## config.mk

```make
export PLATFORM = sky130hd
export DESIGN_NAME = osd_io_sequencer
export DESIGN_NICKNAME = d
export VERILOG_FILES = /design/src/rtl/osd_io_sequencer.sv
export SDC_FILE = /design/constraint.sdc
export NUM_CORES = 1
export LEC_CHECK = 0
export CELL_PAD_IN_SITES_DETAIL_PLACEMENT = 0
export CELL_PAD_IN_SITES_GLOBAL_PLACEMENT = 2
export CORE_MARGIN = 1
export CORE_UTILIZATION = 26
export DETAILED_ROUTE_END_ITERATION = 6
export GPL_ROUTABILITY_DRIVEN = 0
export PLACE_DENSITY = 0.81
export SETUP_SLACK_MARGIN = 0.1
export SLEW_MARGIN = 10
export SYNTH_ARGS = -nofsm -noshare
export SYNTH_HDL_FRONTEND = slang
export SYNTH_SLANG_ARGS = --single-unit
```

## constraint.sdc

```tcl
create_clock -name clk_sys -period 4.3 [get_ports clk_sys]
set_input_delay 1.29 -clock clk_sys [delete_from_list [all_inputs] [get_ports clk_sys]]
set_output_delay 1.29 -clock clk_sys [all_outputs]
set_load 0.05 [all_outputs]
```

## src/rtl/osd_io_sequencer.sv

```systemverilog
// Round-robin sequencer putting commands from requesters A and B onto the OSD
// command bus; each command and its payload words go out as one atomic burst.
module osd_io_sequencer #(
  parameter int unsigned STROBE_HI = 1,
  parameter int unsigned STROBE_LO = 1,
  parameter int unsigned GAP       = 2,
  parameter int unsigned LEN_W     = 13
) (
  input  logic             clk_sys,
  input  logic             reset,
  input  logic             a_req,
  input  logic [7:0]       a_cmd,
  input  logic [LEN_W-1:0] a_len,
  output logic             a_rd,
  input  logic [15:0]      a_dat,
  output logic             a_ack,
  input  logic             b_req,
  input  logic [7:0]       b_cmd,
  input  logic [LEN_W-1:0] b_len,
  output logic             b_rd,
  input  logic [15:0]      b_dat,
  output logic             b_ack,
  output logic             io_osd,
  output logic             io_strobe,
  output logic [15:0]      io_din,
  output logic             busy
);

  localparam int unsigned CNT_MAX_HL = (STROBE_HI > STROBE_LO) ? STROBE_HI : STROBE_LO;
  localparam int unsigned CNT_MAX    = (CNT_MAX_HL > GAP) ? CNT_MAX_HL : GAP;
  localparam int unsigned CNT_W      = (CNT_MAX > 1) ? $clog2(CNT_MAX) : 1;

  localparam logic [2:0] S_IDLE   = 3'd0;
  localparam logic [2:0] S_CMD    = 3'd1;
  localparam logic [2:0] S_HI     = 3'd2;
  localparam logic [2:0] S_LO     = 3'd3;
  localparam logic [2:0] S_FETCH  = 3'd4;
  localparam logic [2:0] S_SAMPLE = 3'd5;
  localparam logic [2:0] S_END    = 3'd6;
  localparam logic [2:0] S_HOLD   = 3'd7;

  logic [2:0]       state, state_nxt;
  logic [CNT_W-1:0] cnt, cnt_nxt;
  logic [LEN_W-1:0] rem, rem_nxt;
  logic             side, side_nxt;      // 1 = B granted
  logic             last_b, last_b_nxt;  // 1 = B was granted last
  logic [15:0]      din_nxt;
  logic             osd_nxt, strobe_nxt, busy_nxt;
  logic             a_rd_nxt, b_rd_nxt, a_ack_nxt, b_ack_nxt;
  logic             grant_a, grant_b;

  // Next state plus next value of every registered output
  always_comb begin
    state_nxt  = state;
    cnt_nxt    = cnt;
    rem_nxt    = rem;
    side_nxt   = side;
    last_b_nxt = last_b;
    din_nxt    = io_din;
    grant_a    = a_req && (!b_req || last_b);
    grant_b    = b_req && (!a_req || !last_b);
    case (state)
      S_IDLE: begin
        if (grant_a || grant_b) begin
          state_nxt = S_CMD;
          side_nxt  = grant_b;
          din_nxt   = {8'h00, (grant_b ? b_cmd : a_cmd)};
          rem_nxt   = grant_b ? b_len : a_len;
        end
      end
      S_CMD: begin
        state_nxt = S_HI;
        cnt_nxt   = '0;
      end
      S_HI: begin
        if (cnt == CNT_W'(STROBE_HI - 1)) begin
          state_nxt = S_LO;
          cnt_nxt   = '0;
        end else begin
          cnt_nxt = cnt + CNT_W'(1);
        end
      end
      S_LO: begin
        if (cnt == CNT_W'(STROBE_LO - 1)) begin
          cnt_nxt   = '0;
          state_nxt = (rem != '0) ? S_FETCH : S_END;
        end else begin
          cnt_nxt = cnt + CNT_W'(1);
        end
      end
      S_FETCH: begin
        state_nxt = S_SAMPLE;
        if (rem != '0) rem_nxt = rem - LEN_W'(1);
      end
      // read data arrives one cycle after the rd pulse
      S_SAMPLE: begin
        state_nxt = S_HI;
        din_nxt   = side ? b_dat : a_dat;
      end
      S_END: begin
        last_b_nxt = side;
        cnt_nxt    = '0;
        state_nxt  = (GAP > 1) ? S_HOLD : S_IDLE;
      end
      S_HOLD: begin
        if (cnt == CNT_W'(GAP - 2)) state_nxt = S_IDLE;
        else                        cnt_nxt   = cnt + CNT_W'(1);
      end
      default: state_nxt = S_IDLE;
    endcase
    osd_nxt    = (state_nxt == S_CMD) || (state_nxt == S_HI) || (state_nxt == S_LO) ||
                 (state_nxt == S_FETCH) || (state_nxt == S_SAMPLE);
    strobe_nxt = (state_nxt == S_HI);
    busy_nxt   = (state_nxt != S_IDLE);
    a_rd_nxt   = (state_nxt == S_FETCH) && !side_nxt;
    b_rd_nxt   = (state_nxt == S_FETCH) &&  side_nxt;
    a_ack_nxt  = (state_nxt == S_END)   && !side_nxt;
    b_ack_nxt  = (state_nxt == S_END)   &&  side_nxt;
  end

  always_ff @(posedge clk_sys or posedge reset) begin
    if (reset) begin
      state     <= S_IDLE;
      cnt       <= '0;
      rem       <= '0;
      side      <= 1'b0;
      last_b    <= 1'b1;
      io_din    <= '0;
      io_osd    <= 1'b0;
      io_strobe <= 1'b0;
      busy      <= 1'b0;
      a_rd      <= 1'b0;
      b_rd      <= 1'b0;
      a_ack     <= 1'b0;
      b_ack     <= 1'b0;
    end else begin
      state     <= state_nxt;
      cnt       <= cnt_nxt;
      rem       <= rem_nxt;
      side      <= side_nxt;
      last_b    <= last_b_nxt;
      io_din    <= din_nxt;
      io_osd    <= osd_nxt;
      io_strobe <= strobe_nxt;
      busy      <= busy_nxt;
      a_rd      <= a_rd_nxt;
      b_rd      <= b_rd_nxt;
      a_ack     <= a_ack_nxt;
      b_ack     <= b_ack_nxt;
    end
  end

endmodule
```

# [Word-level counts from Yosys, hierarchy flattened]
# Index checks and enable logic that the tools add are counted.
[word_totals] ff_bits=42 in_bits=78 wordCells=76
[classes] reduce_logical=28 add_sub_neg=2 eq_ne=15 n_mux=18
[ops] op="13-bit two-way mux" n=3
[ops] op="16-bit two-way mux" n=2
[ops] op="16-bit one-hot mux with 2 select lines" n=1
[ops] op="13-bit one-hot mux with 2 select lines" n=1
[ops] op="3-bit equality test, second input constant" n=7
[ops] op="3-bit one-hot mux with 7 select lines" n=1
[ops] op="13-bit nonzero test" n=1
[ops] op="13-bit by 1-bit subtractor with 13-bit output, second input constant" n=1
[ops] op="3-bit by 2-bit equality test with 1-bit output, second input constant" n=4
[ops] op="3-bit two-way mux" n=4
[ops] op="8-bit two-way mux" n=1
[ops] op="1-bit logical OR" n=7
[ops] op="3-bit by 1-bit equality test with 1-bit output, second input constant" n=2
[ops] op="1-bit logical AND" n=6
[ops] op="2-bit nonzero test" n=3
[ops] op="1-bit zero test" n=4
[ops] op="2-bit inequality test, second input constant" n=2
[ops] op="2-bit OR reduction" n=2
[ops] op="3-bit zero test" n=1
[ops] op="1-bit two-way mux" n=3
[ops] op="3-bit AND reduction" n=1
[ops] op="3-bit nonzero test" n=1
[ops] op="3-bit OR reduction" n=1
[ops] op="2-bit two-way mux" n=1
[ops] op="other kinds (3)" n=3

# [Logic depth before layout (Yosys ltp)]
[depth] ltp_word=11 ltp_mapped=8 ltp_nobuf=7

# [Least setup slack after synthesis]
# No wires, ideal clock.
[synth_timing] kind="input -> register" from="in a_req" to="reg io_din[0]" t_required_ns=4.175 stages=4 setup_ns=0.125 setup_slack_ns=1.922 t_arrival_ns=2.253 path_buffers=0 cell_sequence="nor2_1 > or3_1 > a21oi_4 > mux2_2"
[synth_via] elab_chain_cells=6
[synth_lines] item="start, declared" line_no="11" source="input logic a_req,"
[synth_lines] item="1-bit zero test" line_no="61" source="grant_b = b_req && (!a_req || !last_b);"
[synth_lines] item="1-bit logical OR" line_no="61"
[synth_lines] item="1-bit logical AND" line_no="61"
[synth_lines] item="8-bit two-way mux / 1-bit logical OR (equally long branches)" line_no="67, 64"
[synth_lines] item="16-bit two-way mux / 2-bit inequality test (equally long branches)"
[synth_lines] item="16-bit one-hot mux with 2 select lines / 2-bit AND reduction (equally long branches)"
[synth_lines] item="end signal, assigned" line_no="142" source="io_din <= din_nxt;"
[synth_lines] item="end, declared" line_no="25" source="output logic [15:0] io_din,"
# Several ways; a longest one is shown, not always the timed one. The select of a mux whose other input is x is not followed.
# A chain may end at the register's enable or synchronous reset.

# [Worst setup path after layout]
[layout_timing] from="in a_req" to="reg rem[0]"
[layout_via] elab_chain_cells=6
[layout_lines] item="1-bit zero test" line_no="61"
[layout_lines] item="1-bit logical OR" line_no="61"
[layout_lines] item="1-bit logical AND" line_no="61"
[layout_lines] item="13-bit two-way mux / 1-bit logical OR (equally long branches)" line_no="68, 64"
[layout_lines] item="13-bit two-way mux / 2-bit inequality test (equally long branches)"
[layout_lines] item="13-bit one-hot mux with 2 select lines / 3-bit AND reduction (equally long branches)"
[layout_lines] item="end signal, assigned" line_no="139" source="rem <= rem_nxt;"
[layout_lines] item="end, declared" line_no="44" source="logic [LEN_W-1:0] rem, rem_nxt;"
# Several ways; a longest one is shown, not always the timed one. The select of a mux whose other input is x is not followed.

==> report_table.html <==
<table>
<tr><th>Metric</th><th>Value</th></tr>
<tr><th colspan="2">Worst setup path</th></tr>
<tr><td>Critical Path End Type</td><td>flip-flop</td></tr>
<tr><td>Worst R2R Setup Slack</td><td>2050 ps</td></tr>
<tr><td>Critical Path AT</td><td>3130 ps</td></tr>
<tr><td>Critical R2R Launch</td><td>rem[0]$_DFFE_PP0P_</td></tr>
<tr><td>Critical path type</td><td>input pin to flip-flop</td></tr>
<tr><td>Largest driver fanout on the critical path</td><td>12</td></tr>
<tr><td>Worst Reg2Reg Path Length in Cells</td><td>7</td></tr>
<tr><td>FF-to-FF End</td><td>rem[0]$_DFFE_PP0P_</td></tr>
<tr><td>Kind of start point of the critical path</td><td>input pin</td></tr>
<tr><td>Critical path required time</td><td>4500 ps</td></tr>
<tr><th colspan="2">Synthesis</th></tr>
<tr><td>Share of Yosys cell area claimed by the top area cell type</td><td>0.407</td></tr>
<tr><td>Synthesized area divided by synthesized cell count</td><td>8.79 sq um</td></tr>
<tr><td>Area contributors post-synth</td><td>sky130_fd_sc_hd__dfrtp_1 41%, sky130_fd_sc_hd__nand2_1 7.6%, sky130_fd_sc_hd__mux2i_1 5.3%</td></tr>
<tr><td>Library cell occupying the most area in the post-synthesis netlist</td><td>sky130_fd_sc_hd__dfrtp_1</td></tr>
<tr><td>Leading cell type by number of instances after synthesis</td><td>sky130_fd_sc_hd__nand2_1</td></tr>
<tr><td>EDFF count, synth</td><td>0</td></tr>
<tr><td>Synthesized instance count</td><td>280</td></tr>
<tr><td>Yosys reg bits</td><td>41</td></tr>
<tr><td>Top cells by count, synth</td><td>50 x sky130_fd_sc_hd__nand2_1, 40 x sky130_fd_sc_hd__dfrtp_1, 19 x sky130_fd_sc_hd__nand3_1</td></tr>
<tr><td>Async set or reset register ratio after synthesis</td><td>1.00</td></tr>
<tr><td>Synthesized Nets</td><td>360</td></tr>
<tr><td>Synth warnings</td><td>0</td></tr>
<tr><td>Synthesized area</td><td>2460 sq um</td></tr>
<tr><td>Unique cell type count in the Yosys netlist</td><td>53</td></tr>
<tr><td>Flip-flop cell with the highest count after synthesis</td><td>sky130_fd_sc_hd__dfrtp_1</td></tr>
<tr><td>Part of the Yosys area used for sequential elements</td><td>0.417</td></tr>
<tr><th colspan="2">Route</th></tr>
<tr><td>Remaining number of nets flagged by the antenna check after routing</td><td>0</td></tr>
<tr><td>Met2 layer wire length in the routed design</td><td>3.71 mm</td></tr>
<tr><td>Total wire length after detailed routing</td><td>7.54 mm</td></tr>
<tr><td>DR WL/cell</td><td>15.6 microns</td></tr>
<tr><td>Number of iterations in the first detailed-routing pass</td><td>4</td></tr>
<tr><td>Via count of the routed design</td><td>2363</td></tr>
<tr><td>Mean number of vias per cell</td><td>4.87</td></tr>
<tr><td>Iteration-0 DRC count of the detailed router</td><td>106</td></tr>
<tr><td>Highest metal used</td><td>met4</td></tr>
<tr><td>Total DRC errors in the routed layout</td><td>0</td></tr>
<tr><td>WL met3</td><td>292 microns</td></tr>
<tr><td>Post-route met1 wirelength</td><td>3.46 mm</td></tr>
<tr><th colspan="2">Final layout</th></tr>
<tr><td>Fraction of the core area covered by cells at the end of the flow</td><td>0.399</td></tr>
<tr><td>Number of nets in the layout</td><td>453</td></tr>
<tr><td>Fill cell total of the finished layout</td><td>957</td></tr>
<tr><td>Layout cell share with drive strength beyond 1</td><td>0.0909</td></tr>
<tr><td>Ant diodes</td><td>0</td></tr>
<tr><td>Synth-to-layout area growth</td><td>49.0%</td></tr>
<tr><td>Post-route standard cell area excluding fillers</td><td>3670 sq um</td></tr>
<tr><th colspan="2">CTS</th></tr>
<tr><td>Quantity of hold-fixing buffers added after cts</td><td>0</td></tr>
<tr><td>Clock tree from TritonCTS</td><td>done</td></tr>
<tr><td>TritonCTS Buffers</td><td>5</td></tr>
<tr><td>Clock latency of the later-clocked register in the worst-skew pair</td><td>310 ps</td></tr>
<tr><td>Library cell used as clock root buffer</td><td>sky130_fd_sc_hd__clkbuf_8</td></tr>
<tr><td>Clock sinks</td><td>41</td></tr>
<tr><td>Post_cts resized</td><td>0</td></tr>
<tr><td>Clock transition time at the flip-flop clock pins of the worst setup and hold paths</td><td>90 ps</td></tr>
<tr><td>Level count of the clock H-tree</td><td>2</td></tr>
<tr><td>Max Buffers Root-to-Sink</td><td>2</td></tr>
<tr><td>Count of buffers added by post-CTS timing repair for setup</td><td>0</td></tr>
<tr><th colspan="2">Floorplanning</th></tr>
<tr><td>Die Outline Area</td><td>9860 sq um</td></tr>
<tr><td>Die H</td><td>99.3 microns</td></tr>
<tr><td>I/O pins</td><td>101</td></tr>
<tr><td>Std cell rows</td><td>35</td></tr>
<tr><td>Area of the core</td><td>9200 sq um</td></tr>
<tr><td>Die boundary width</td><td>99.3 microns</td></tr>
<tr><td>Effective utilization at floorplan</td><td>0.268</td></tr>
<tr><th colspan="2">STA</th></tr>
<tr><td>Setup repair after global routing missed its margin</td><td>no</td></tr>
<tr><td>Transition time at the pin with the least slew margin</td><td>1000 ps</td></tr>
<tr><td>Final TNS setup</td><td>0 ps</td></tr>
<tr><td>Tmin final</td><td>2930 ps</td></tr>
<tr><td>Max Fclk</td><td>341 MHz</td></tr>
<tr><td>Remaining max-slew budget at the tightest pin</td><td>0.332</td></tr>
<tr><td>Number of failing hold endpoints at the final stage</td><td>0</td></tr>
<tr><td>Max-slew violations</td><td>0</td></tr>
<tr><td>Final setup skew</td><td>12.1 ps</td></tr>
<tr><td>Final WS setup</td><td>1370 ps</td></tr>
<tr><td>Final number of setup-violating endpoints</td><td>0</td></tr>
<tr><td>Period utilisation layout</td><td>0.682</td></tr>
<tr><th colspan="2">Hold path</th></tr>
<tr><td>Hold Crit Endpoint</td><td>io_din[13]$_DFFE_PP0P_</td></tr>
<tr><td>Number of stages on the worst hold path</td><td>2</td></tr>
<tr><td>HP Start</td><td>io_din[13]$_DFFE_PP0P_</td></tr>
<tr><td>Worst hold-check path type</td><td>flip-flop to flip-flop</td></tr>
<tr><th colspan="2">Placed design</th></tr>
<tr><td>Quantity of I/O buffers inserted on ports</td><td>100</td></tr>
<tr><td>Post-place instance area</td><td>3530 sq um</td></tr>
<tr><td>Worst Setup Slack post-DPL</td><td>1040 ps</td></tr>
<tr><td>Detail Placement HPWL</td><td>5.63 mm</td></tr>
<tr><th colspan="2">Global routing</th></tr>
<tr><td>Overall track demand over capacity in global routing</td><td>0.159</td></tr>
<tr><td>First-pass GRT wire length</td><td>12.3 mm</td></tr>
<tr><td>Number of global-route vias before repair</td><td>2397</td></tr>
<tr><td>Total congestion overflow after global routing</td><td>0</td></tr>
<tr><td>Largest net degree at the start of global routing</td><td>27</td></tr>
<tr><td>Initial antenna violation count</td><td>0</td></tr>
<tr><th colspan="2">Pwr</th></tr>
<tr><td>Leak Pwr</td><td>1.45 nW</td></tr>
<tr><td>Areal power density over the cells</td><td>256 nW/um^2</td></tr>
<tr><td>Worst-case vdd ir drop</td><td>0.000141 V</td></tr>
<tr><th colspan="2">Job</th></tr>
<tr><td>Count of max-cap constraint violations</td><td>0</td></tr>
<tr><th colspan="2">Status</th></tr>
<tr><td>Result of the run</td><td>finished clean</td></tr>
</table>
## routing by layer
layer | vias up | track usage
met3 | 6 | 0.0239
met4 | 0 | 0.0452
met5 | - | 0
li1 | 1184 | -
met2 | 47 | 0.272
met1 | 1126 | 0.209
## state kept, by name, summed over array words and instances (netlist names)
register   count
state          3
b_rd           1
last_b         1
io_osd         1
busy           1
io_din        16
io_strobe      1
a_rd           1
b_ack          1
rem           13
side           1
a_ack          1
## worst max path at each step
| stage | cells after the start | endpoint | start |
|---|---|---|---|
| 6_report | 7 | rem[0]$_DFFE_PP0P_ | a_req |
| 5_1_grt | 7 | rem[0]$_DFFE_PP0P_ | a_req |
| 4_1_cts | 7 | rem[0]$_DFFE_PP0P_ | a_req |
| 3_5_place_dp | 7 | rem[0]$_DFFE_PP0P_ | a_req |
| 3_3_place_gp | 7 | rem[0]$_DFFE_PP0P_ | a_req |
| 2_1_floorplan | 4 | io_din[0]$_DFFE_PP0P_ | a_req |
## report_power, final
| part | total (mW) | internal, mW | switching [mW] |
|---|---|---|---|
| Clock | 0.378 | 0.231 | 0.147 |
| Sequential | 0.397 | 0.393 | 0.00376 |
| Combinational | 0.163 | 0.0913 | 0.0720 |
## stage by stage
stage / cells / hold slack (ps) / total power [mW]
after global routing: 485 / 544 / 0.972
final: 485 / 506 / 0.938
after floorplan: 280 / 502 / 0.469
after detailed placement: 477 / 490 / 0.570
after CTS: 485 / 510 / 0.948
after global placement: 477 / 483 / 0.569
## area by class of cell
class	instances	area, sq um	share of cell area
clock buffers	5	68.8	0.0188
clock inverters	3	65.1	0.0177
inverters	5	18.8	0.00512
multi-input cells	215	1310	0.357
flip-flops and latches	41	1030	0.280
well taps	111	139	0.0379
repair buffers	105	1040	0.283
## logic make-up after synthesis
kind of cell,after synthesis,share of synthesized area
mux,19,0.0803
compound gates,76,0.201
xor+xnor,2,0.00712
buf+inv,24,0.0519
simple gates,116,0.232
flops,41,0.417
fa+ha+maj,2,0.0102
## cells in the final DEF, fill, tap and decap left out, drive strengths merged, types with 2 or more instances in the layout
cell	n
inv	5
buf	5
clkbuf	5
xor2	2
o21ai	25
nor2	17
or3	2
nor2b	6
bufinv	2
o31a	2
nand2	51
clkdlybuf4s50	100
mux2i	13
a31oi	11
nor4	4
and2	2
mux2	6
nand3	19
a21o	2
dfrtp	40
nor3	5
and3	3
a21oi	20
ha	2
a211oi	5
nand4	2
## critical path, cell delays in order
cell and delay [ps]:
sky130_fd_sc_hd__clkdlybuf4s50_1 520, sky130_fd_sc_hd__nor2_1 300, sky130_fd_sc_hd__nor2b_1 90, sky130_fd_sc_hd__buf_4 180, sky130_fd_sc_hd__a21oi_2 390, sky130_fd_sc_hd__nor3_1 80
sky130_fd_sc_hd__a211o_1 270
Note: power is estimated with default switching activity, not from simulation.
